[src/rtl/xintf_slave_port.sv]
// rtl/xintf_slave_port.sv - XINTF slave port bridging asynchronous DSP strobes onto TX/RX block-RAM ports
// Optional feature macro: XINTF_TIMEOUT_EN bounds RD_HOLD and WR_WAIT to P_TIMEOUT cycles.
module xintf_slave_port #(
   parameter int P_SYNC_STAGES = 2,
   parameter int P_TX_WORDS    = 43,
   parameter int P_RX_WORDS    = 12,
   parameter int P_TIMEOUT     = 255
) (
   input  logic        i_clk,
   input  logic        i_rst,
   input  logic        i_xintf_cs_n,
   input  logic        i_xintf_rd_n,
   input  logic        i_xintf_we_n,
   input  logic [9:0]  i_xintf_addr,
   input  logic [15:0] i_xintf_data,
   output logic [15:0] o_xintf_data,
   output logic        o_xintf_data_oe,
   output logic [8:0]  o_tx_ram_addr,
   output logic        o_tx_ram_ce,
   input  logic [15:0] i_tx_ram_dout,
   output logic [8:0]  o_rx_ram_addr,
   output logic [15:0] o_rx_ram_din,
   output logic        o_rx_ram_we,
   output logic        o_rx_ram_ce,
   output logic        o_rd_done,
   output logic        o_wr_done,
   output logic [15:0] o_err_cnt
);

   if (P_SYNC_STAGES < 2 || P_TIMEOUT < 1) begin : g_bad_params
      $error("xintf_slave_port: P_SYNC_STAGES must be >= 2 and P_TIMEOUT >= 1");
   end

   localparam logic [9:0] TX_LIM = 10'(P_TX_WORDS);
   localparam logic [9:0] RX_LIM = 10'(P_RX_WORDS);

   typedef enum logic [2:0] {
      IDLE,
      RD_ADDR,
      RD_DATA,
      RD_HOLD,
      WR_WAIT,
      WR_COMMIT
   } state_t;

   state_t state;

   logic [P_SYNC_STAGES-1:0] cs_sh;
   logic [P_SYNC_STAGES-1:0] rd_sh;
   logic [P_SYNC_STAGES-1:0] we_sh;
   logic [9:0]               addr_sh [P_SYNC_STAGES];
   logic [15:0]              data_sh [P_SYNC_STAGES];
   logic                     rd_q;
   logic                     we_q;

   logic        cs_s;
   logic        rd_s;
   logic        we_s;
   logic [9:0]  addr_s;
   logic [15:0] data_s;
   logic        rd_fall;
   logic        we_fall;
   logic        we_rise;

   logic [9:0]  lat_addr;
   logic [15:0] lat_data;
   logic        rd_err;
   logic        rd_idx_ok;
   logic        wr_idx_ok;
   logic        tmo_hit;
   logic        err_event;

   // Strobes idle high so that reset never manufactures an edge.
   always_ff @(posedge i_clk) begin
      if (!i_rst) begin
         cs_sh <= '1;
         rd_sh <= '1;
         we_sh <= '1;
         for (int i = 0; i < P_SYNC_STAGES; i++) begin
            addr_sh[i] <= '0;
            data_sh[i] <= '0;
         end
         rd_q <= 1'b1;
         we_q <= 1'b1;
      end else begin
         cs_sh      <= {cs_sh[P_SYNC_STAGES-2:0], i_xintf_cs_n};
         rd_sh      <= {rd_sh[P_SYNC_STAGES-2:0], i_xintf_rd_n};
         we_sh      <= {we_sh[P_SYNC_STAGES-2:0], i_xintf_we_n};
         addr_sh[0] <= i_xintf_addr;
         data_sh[0] <= i_xintf_data;
         for (int i = 1; i < P_SYNC_STAGES; i++) begin
            addr_sh[i] <= addr_sh[i-1];
            data_sh[i] <= data_sh[i-1];
         end
         rd_q <= rd_s;
         we_q <= we_s;
      end
   end

   assign cs_s    = cs_sh[P_SYNC_STAGES-1];
   assign rd_s    = rd_sh[P_SYNC_STAGES-1];
   assign we_s    = we_sh[P_SYNC_STAGES-1];
   assign addr_s  = addr_sh[P_SYNC_STAGES-1];
   assign data_s  = data_sh[P_SYNC_STAGES-1];
   assign rd_fall = rd_q & ~rd_s;
   assign we_fall = we_q & ~we_s;
   assign we_rise = ~we_q & we_s;

   assign rd_idx_ok = ~addr_s[9] && ({1'b0, addr_s[8:0]} < TX_LIM);
   assign wr_idx_ok = lat_addr[9] && ({1'b0, lat_addr[8:0]} < RX_LIM);

`ifdef XINTF_TIMEOUT_EN
   localparam int TMO_W = $clog2(P_TIMEOUT + 1);
   logic [TMO_W-1:0] tmo_cnt;

   always_ff @(posedge i_clk) begin
      if (!i_rst || !(state == RD_HOLD || state == WR_WAIT)) begin
         tmo_cnt <= '0;
      end else if (!tmo_hit) begin
         tmo_cnt <= tmo_cnt + 1'b1;
      end
   end

   assign tmo_hit = (state == RD_HOLD || state == WR_WAIT) && (tmo_cnt == TMO_W'(P_TIMEOUT - 1));
`else
   assign tmo_hit = 1'b0;
`endif

   // Errors: strobe collision, out-of-range read, out-of-range write at commit, timeout.
   always_comb begin
      err_event = 1'b0;
      case (state)
         IDLE:    err_event = ~cs_s & rd_fall & (we_fall | (we_s & ~rd_idx_ok));
         RD_HOLD: err_event = ~rd_s & ~cs_s & tmo_hit;
         WR_WAIT: err_event = ~cs_s & ((we_rise & ~wr_idx_ok) | (~we_rise & tmo_hit));
         default: err_event = 1'b0;
      endcase
   end

   always_ff @(posedge i_clk) begin
      if (!i_rst) begin
         o_err_cnt <= '0;
      end else if (err_event && o_err_cnt != 16'hFFFF) begin
         o_err_cnt <= o_err_cnt + 16'd1;
      end
   end

   always_ff @(posedge i_clk) begin
      if (!i_rst) begin
         state           <= IDLE;
         o_xintf_data    <= '0;
         o_xintf_data_oe <= 1'b0;
         o_tx_ram_addr   <= '0;
         o_tx_ram_ce     <= 1'b0;
         o_rx_ram_addr   <= '0;
         o_rx_ram_din    <= '0;
         o_rx_ram_we     <= 1'b0;
         o_rx_ram_ce     <= 1'b0;
         o_rd_done       <= 1'b0;
         o_wr_done       <= 1'b0;
         lat_addr        <= '0;
         lat_data        <= '0;
         rd_err          <= 1'b0;
      end else begin
         o_rd_done   <= 1'b0;
         o_wr_done   <= 1'b0;
         o_rx_ram_we <= 1'b0;
         o_rx_ram_ce <= 1'b0;
         case (state)
            IDLE: begin
               if (!cs_s && !(rd_fall && we_fall)) begin
                  if (rd_fall && we_s) begin
                     if (rd_idx_ok) begin
                        state         <= RD_ADDR;
                        o_tx_ram_addr <= addr_s[8:0];
                        o_tx_ram_ce   <= 1'b1;
                        rd_err        <= 1'b0;
                     end else begin
                        state           <= RD_HOLD;
                        o_xintf_data    <= '0;
                        o_xintf_data_oe <= 1'b1;
                        rd_err          <= 1'b1;
                     end
                  end else if (we_fall && rd_s) begin
                     state    <= WR_WAIT;
                     lat_addr <= addr_s;
                     lat_data <= data_s;
                  end
               end
            end
            RD_ADDR: begin
               if (cs_s) begin
                  state       <= IDLE;
                  o_tx_ram_ce <= 1'b0;
               end else begin
                  state <= RD_DATA;
               end
            end
            RD_DATA: begin
               o_tx_ram_ce <= 1'b0;
               if (cs_s) begin
                  state <= IDLE;
               end else begin
                  state           <= RD_HOLD;
                  o_xintf_data    <= i_tx_ram_dout;
                  o_xintf_data_oe <= 1'b1;
               end
            end
            RD_HOLD: begin
               // A strobe release wins over a simultaneous chip-select release.
               if (rd_s) begin
                  state           <= IDLE;
                  o_xintf_data_oe <= 1'b0;
                  o_rd_done       <= ~rd_err;
               end else if (cs_s || tmo_hit) begin
                  state           <= IDLE;
                  o_xintf_data_oe <= 1'b0;
               end
            end
            WR_WAIT: begin
               if (!we_s) begin
                  lat_addr <= addr_s;
                  lat_data <= data_s;
               end
               if (cs_s) begin
                  state <= IDLE;
               end else if (we_rise) begin
                  state <= WR_COMMIT;
                  if (wr_idx_ok) begin
                     o_rx_ram_addr <= lat_addr[8:0];
                     o_rx_ram_din  <= lat_data;
                     o_rx_ram_we   <= 1'b1;
                     o_rx_ram_ce   <= 1'b1;
                     o_wr_done     <= 1'b1;
                  end
               end else if (tmo_hit) begin
                  state <= IDLE;
               end
            end
            WR_COMMIT: begin
               state <= IDLE;
            end
            default: begin
               state <= IDLE;
            end
         endcase
      end
   end

endmodule
[config.mk]
export PLATFORM = sky130hd
export DESIGN_NAME = xintf_slave_port
export DESIGN_NICKNAME = d
export VERILOG_FILES = /design/src/rtl/xintf_slave_port.sv
export SDC_FILE = /design/constraint.sdc
export NUM_CORES = 1
export LEC_CHECK = 0
export BUFFER_PORTS_ARGS = -buffer_cell sky130_fd_sc_hd__buf_2
export CORE_MARGIN = 2
export CORE_UTILIZATION = 30
export CTS_BUF_LIST = sky130_fd_sc_hd__clkbuf_8
export CTS_CLUSTER_SIZE = 24
export DETAILED_ROUTE_END_ITERATION = 8
export PLACE_DENSITY = 0.49
export SKIP_LAST_GASP = 1
export SYNTH_ARGS = -nofsm -noshare
export SYNTH_HDL_FRONTEND = slang
export SYNTH_SLANG_ARGS = --single-unit
[constraint.sdc]
create_clock -name i_clk -period 2.09 [get_ports i_clk]
set_input_delay 0.3135 -clock i_clk [delete_from_list [all_inputs] [get_ports i_clk]]
set_output_delay 0.3135 -clock i_clk [all_outputs]
set_load 0.05 [all_outputs]
==> results.md <==
- Status: complete, no violations
- First DRT Iteration DRCs: 187
- Largest net degree at the start of global routing: 74
- N_diodes: 0
- Placer Congestion: 0.811
- GR Util met1: 17.3%
- Core Box Area: 18800 um2
- Max stage delay cell, worst path: or4_1
- Root Driver: clkbuf_8
- VDD IR max: 335 uV
- Logic pwr share: 3.4%
- Worst hold start: i_xintf_rd_n
- Critical path endpoint category: register
- Final net count: 748
- Worst Tran Pin Value: 0.601 ns
- Hold Vio Cnt, Final: 0
- Worst Path Required: 2.47 ns
- Synthesized area: 5750 um2
- Power Internal: 4.24 mW
- CTS H-tree depth: 4
- Clk Latency, worst-skew pair: 0.45 ns
- Die width: 142 um
- Net Sw Frac: 23.9%
- Antenna-violating nets left: 0
- Vias post-DR: 4326
- R2r startpoint: state[0]$_SDFFE_PN0P_
- Hold Path Stages: 2
- Fin crit share: 94.2%
- Hold crit path type: input port to register
- Cell Pwr Density: 784 nW/um2
- Reg-to-Reg End: o_err_cnt[4]$_SDFFE_PN0P_
- Clock share of power: 40.6%
- Mean area per synthesized cell: 9.83 um2
- Tmin final: 1.97 ns
- Die H: 142 um
- Syn Inst Count: 585
- GRT Total Usage: 13.0%
- First-pass GRT wire length: 21000 um
- Rel. slew slack: 59.9%
- Ys flop type: dfxtp_1
- Grt met3 use: 3.84%
- CTS Buf Count: 17
- Starting Density: 30.6%
- R2R Setup Slk: 0.12 ns
- Clock transition at the registers of the reported paths: 0.09 ns
- DP Worst Slack: 0.113 ns
- Vias in the first global route: 4241
- Syn Nets: 633
- Worst Path Max Fanout: 31
- CP Launch Type: register
- CP cell instances: nor3_2 > o211a_1 > a32oi_1 > buf_12 > or4_1 > a21oi_1
- Sequential share of power: 56.0%
- # IOs: 119
- Final worst slack: 0.121 ns
- Layout cells sized above 1: 25.2%
- Placed wire-length estimate: 8680 um
- WHS Endpoint: rd_sh[0]$_SDFF_PN1_
- Worst Path Arrival: 2.35 ns
- EDFF count, synth: 0
- Initial antenna violation count: 0
- Worst Setup Path Type: register to register
- FFs w/ async S/R, synth: 0%
- #FFs+latches synth: 160
- Row cnt: 50
- Max-cap violation count: 0
- Synth cell types: 41
- Commonest non-fill, non-tap cell in the layout: dfxtp_1
- RSZ-0062 raised after global routing: true
- Post-CTS Resized: 0
- Port Buf Inserts: 118
- Yosys warnings: 0
- TritonCTS clock tree: done
- Setup bufs post-CTS: 0
- Total gr overflow: 0
- DRT Pass-1 Iters: 4
- Area growth syn-to-layout: 23.6%
- Sequential fraction of the synthesis area: 55.7%
- Final setup vio count: 0
- Hold Slack: 0.0450 ns
- DRC: 0
- Busiest layer in global routing: met2
- Wire per inst: 13.3 um
- Switching power: 1.33 mW
- Max Freq: 508 MHz
- Routed wire length: 12600 um
- Met2 usage: 19.8%
- Detailed-route vias per instance: 4.57
- Multi-input logic area: 2380 um2
- Fill count: 1914
- Crit-path max cell delay: 0.51 ns
- CTS Buffer Depth: 2
- Slew Viols, Final: 0
- Placed cell area: 6690 um2
- Hold_buf cts: 0
- R2R cell count: 6
- Storage element area: 3210 um2
- Most frequent cells in the layout: dfxtp_1 (157), buf_2 (118), mux2i_1 (63), nand2_1 (60), and2_1 (56)
- Skew final: 0.0139 ns
- DIE AREA: 20300 um2
- Leakage power: 3.04 nW
- Fin area: 7110 um2
- CTS sink cnt: 160
[power groups by stage]
stage | Clock (mW) | Combinational (mW) | Sequential (mW)
3_3_place_gp | 0 | 0.192 | 3.19
5_1_grt | 2.50 | 0.216 | 3.13
4_1_cts | 2.36 | 0.195 | 3.12
3_5_place_dp | 0 | 0.194 | 3.19
6_report | 2.26 | 0.191 | 3.12
2_1_floorplan | 0 | 0.108 | 3.19
[worst max-delay path: cells and delay by family (launching register included)]
kind	cells	cell delay, ns
AOI/OAI and AO/OA	3	0.52
buffers and inverters	1	0.20
DFF	1	0.36
and+or+nand+nor	2	0.82
[worst max-delay path by stage]
stage / cells past startpoint / to / slack, ns / from
global route: 6 / o_err_cnt[11]$_SDFFE_PN0P_ / -0.01 / state[0]$_SDFFE_PN0P_
CTS: 6 / o_err_cnt[4]$_SDFFE_PN0P_ / 0.09 / we_sh[1]$_SDFF_PN1_
finish: 6 / o_err_cnt[4]$_SDFFE_PN0P_ / 0.12 / state[0]$_SDFFE_PN0P_
floorplan: 7 / o_err_cnt[13]$_SDFFE_PN0P_ / 0.06 / o_err_cnt[6]$_SDFFE_PN0P_
global placement: 6 / o_err_cnt[15]$_SDFFE_PN0P_ / 0.21 / we_sh[1]$_SDFF_PN1_
detailed placement: 6 / o_err_cnt[4]$_SDFFE_PN0P_ / 0.11 / we_sh[1]$_SDFF_PN1_
[cell usage after synthesis, types with 7 or more instances]
master / n / area [um2]
o31ai_1: 14 / 105
nand2_1: 60 / 225
and3_1: 9 / 56.3
o21ai_1: 7 / 35.0
and2_1: 56 / 350
nor4_1: 7 / 43.8
clkbuf_1: 24 / 90.1
a21oi_1: 28 / 140
mux2i_1: 63 / 631
nor2_1: 53 / 199
buf_2: 12 / 60.1
or4_1: 13 / 97.6
nand3_1: 10 / 50.1
dfxtp_1: 160 / 3200
nand2b_1: 11 / 68.8
[cell type report]
type	instances	share of cell area (%)
Clock buffer	19	3.68
Clock inverter	13	2.06
Inverter	4	0.211
Multi-Input combinational cell	379	33.5
Sequential cell	160	45.1
Tap cell	234	4.12
Timing Repair Buffer	138	11.3
[cell families after synthesis]
| kind of cell | count (synthesis) | synth area share [%] |
|---|---|---|
| buffers and inverters | 46 | 3.46 |
| muxes | 63 | 11.0 |
| DFF | 160 | 55.7 |
| AOI/OAI and AO/OA | 66 | 6.92 |
| adders and majority gates | 1 | 0.217 |
| and+or+nand+nor | 249 | 22.8 |
[registers in the layout, summed over array words and instances, names as in the netlist]
signal           count
o_tx_ram_addr        9
o_rx_ram_din        16
o_rd_done            1
rd_q                 1
o_err_cnt           16
o_xintf_data        16
lat_data            16
rd_err               1
o_tx_ram_ce          1
state                3
lat_addr            10
we_sh                2
we_q                 1
addr_sh             20
data_sh             32
cs_sh                2
o_wr_done            1
rd_sh                2
o_xintf_data_oe      1
o_rx_ram_addr        9
[metrics by stage]
stage	total power, mW	TNS, ns	cells	util (%)
3_3_place_gp	3.38	0	915	35.6
2_1_floorplan	3.30	0	585	-
3_5_place_dp	3.39	0	915	35.6
4_1_cts	5.68	0	947	37.8
5_1_grt	5.85	-0.0102	947	37.9
6_report	5.57	0	947	37.9
[routing by layer]
layer	part of all wire, %	vias up	wire, um
li1	-	2222	-
met1	49	1993	6180
met2	45	95	5670
met3	4.3	16	541
met4	1.7	0	220
met5	0	-	0
Note: power is estimated with default switching activity, not from simulation.
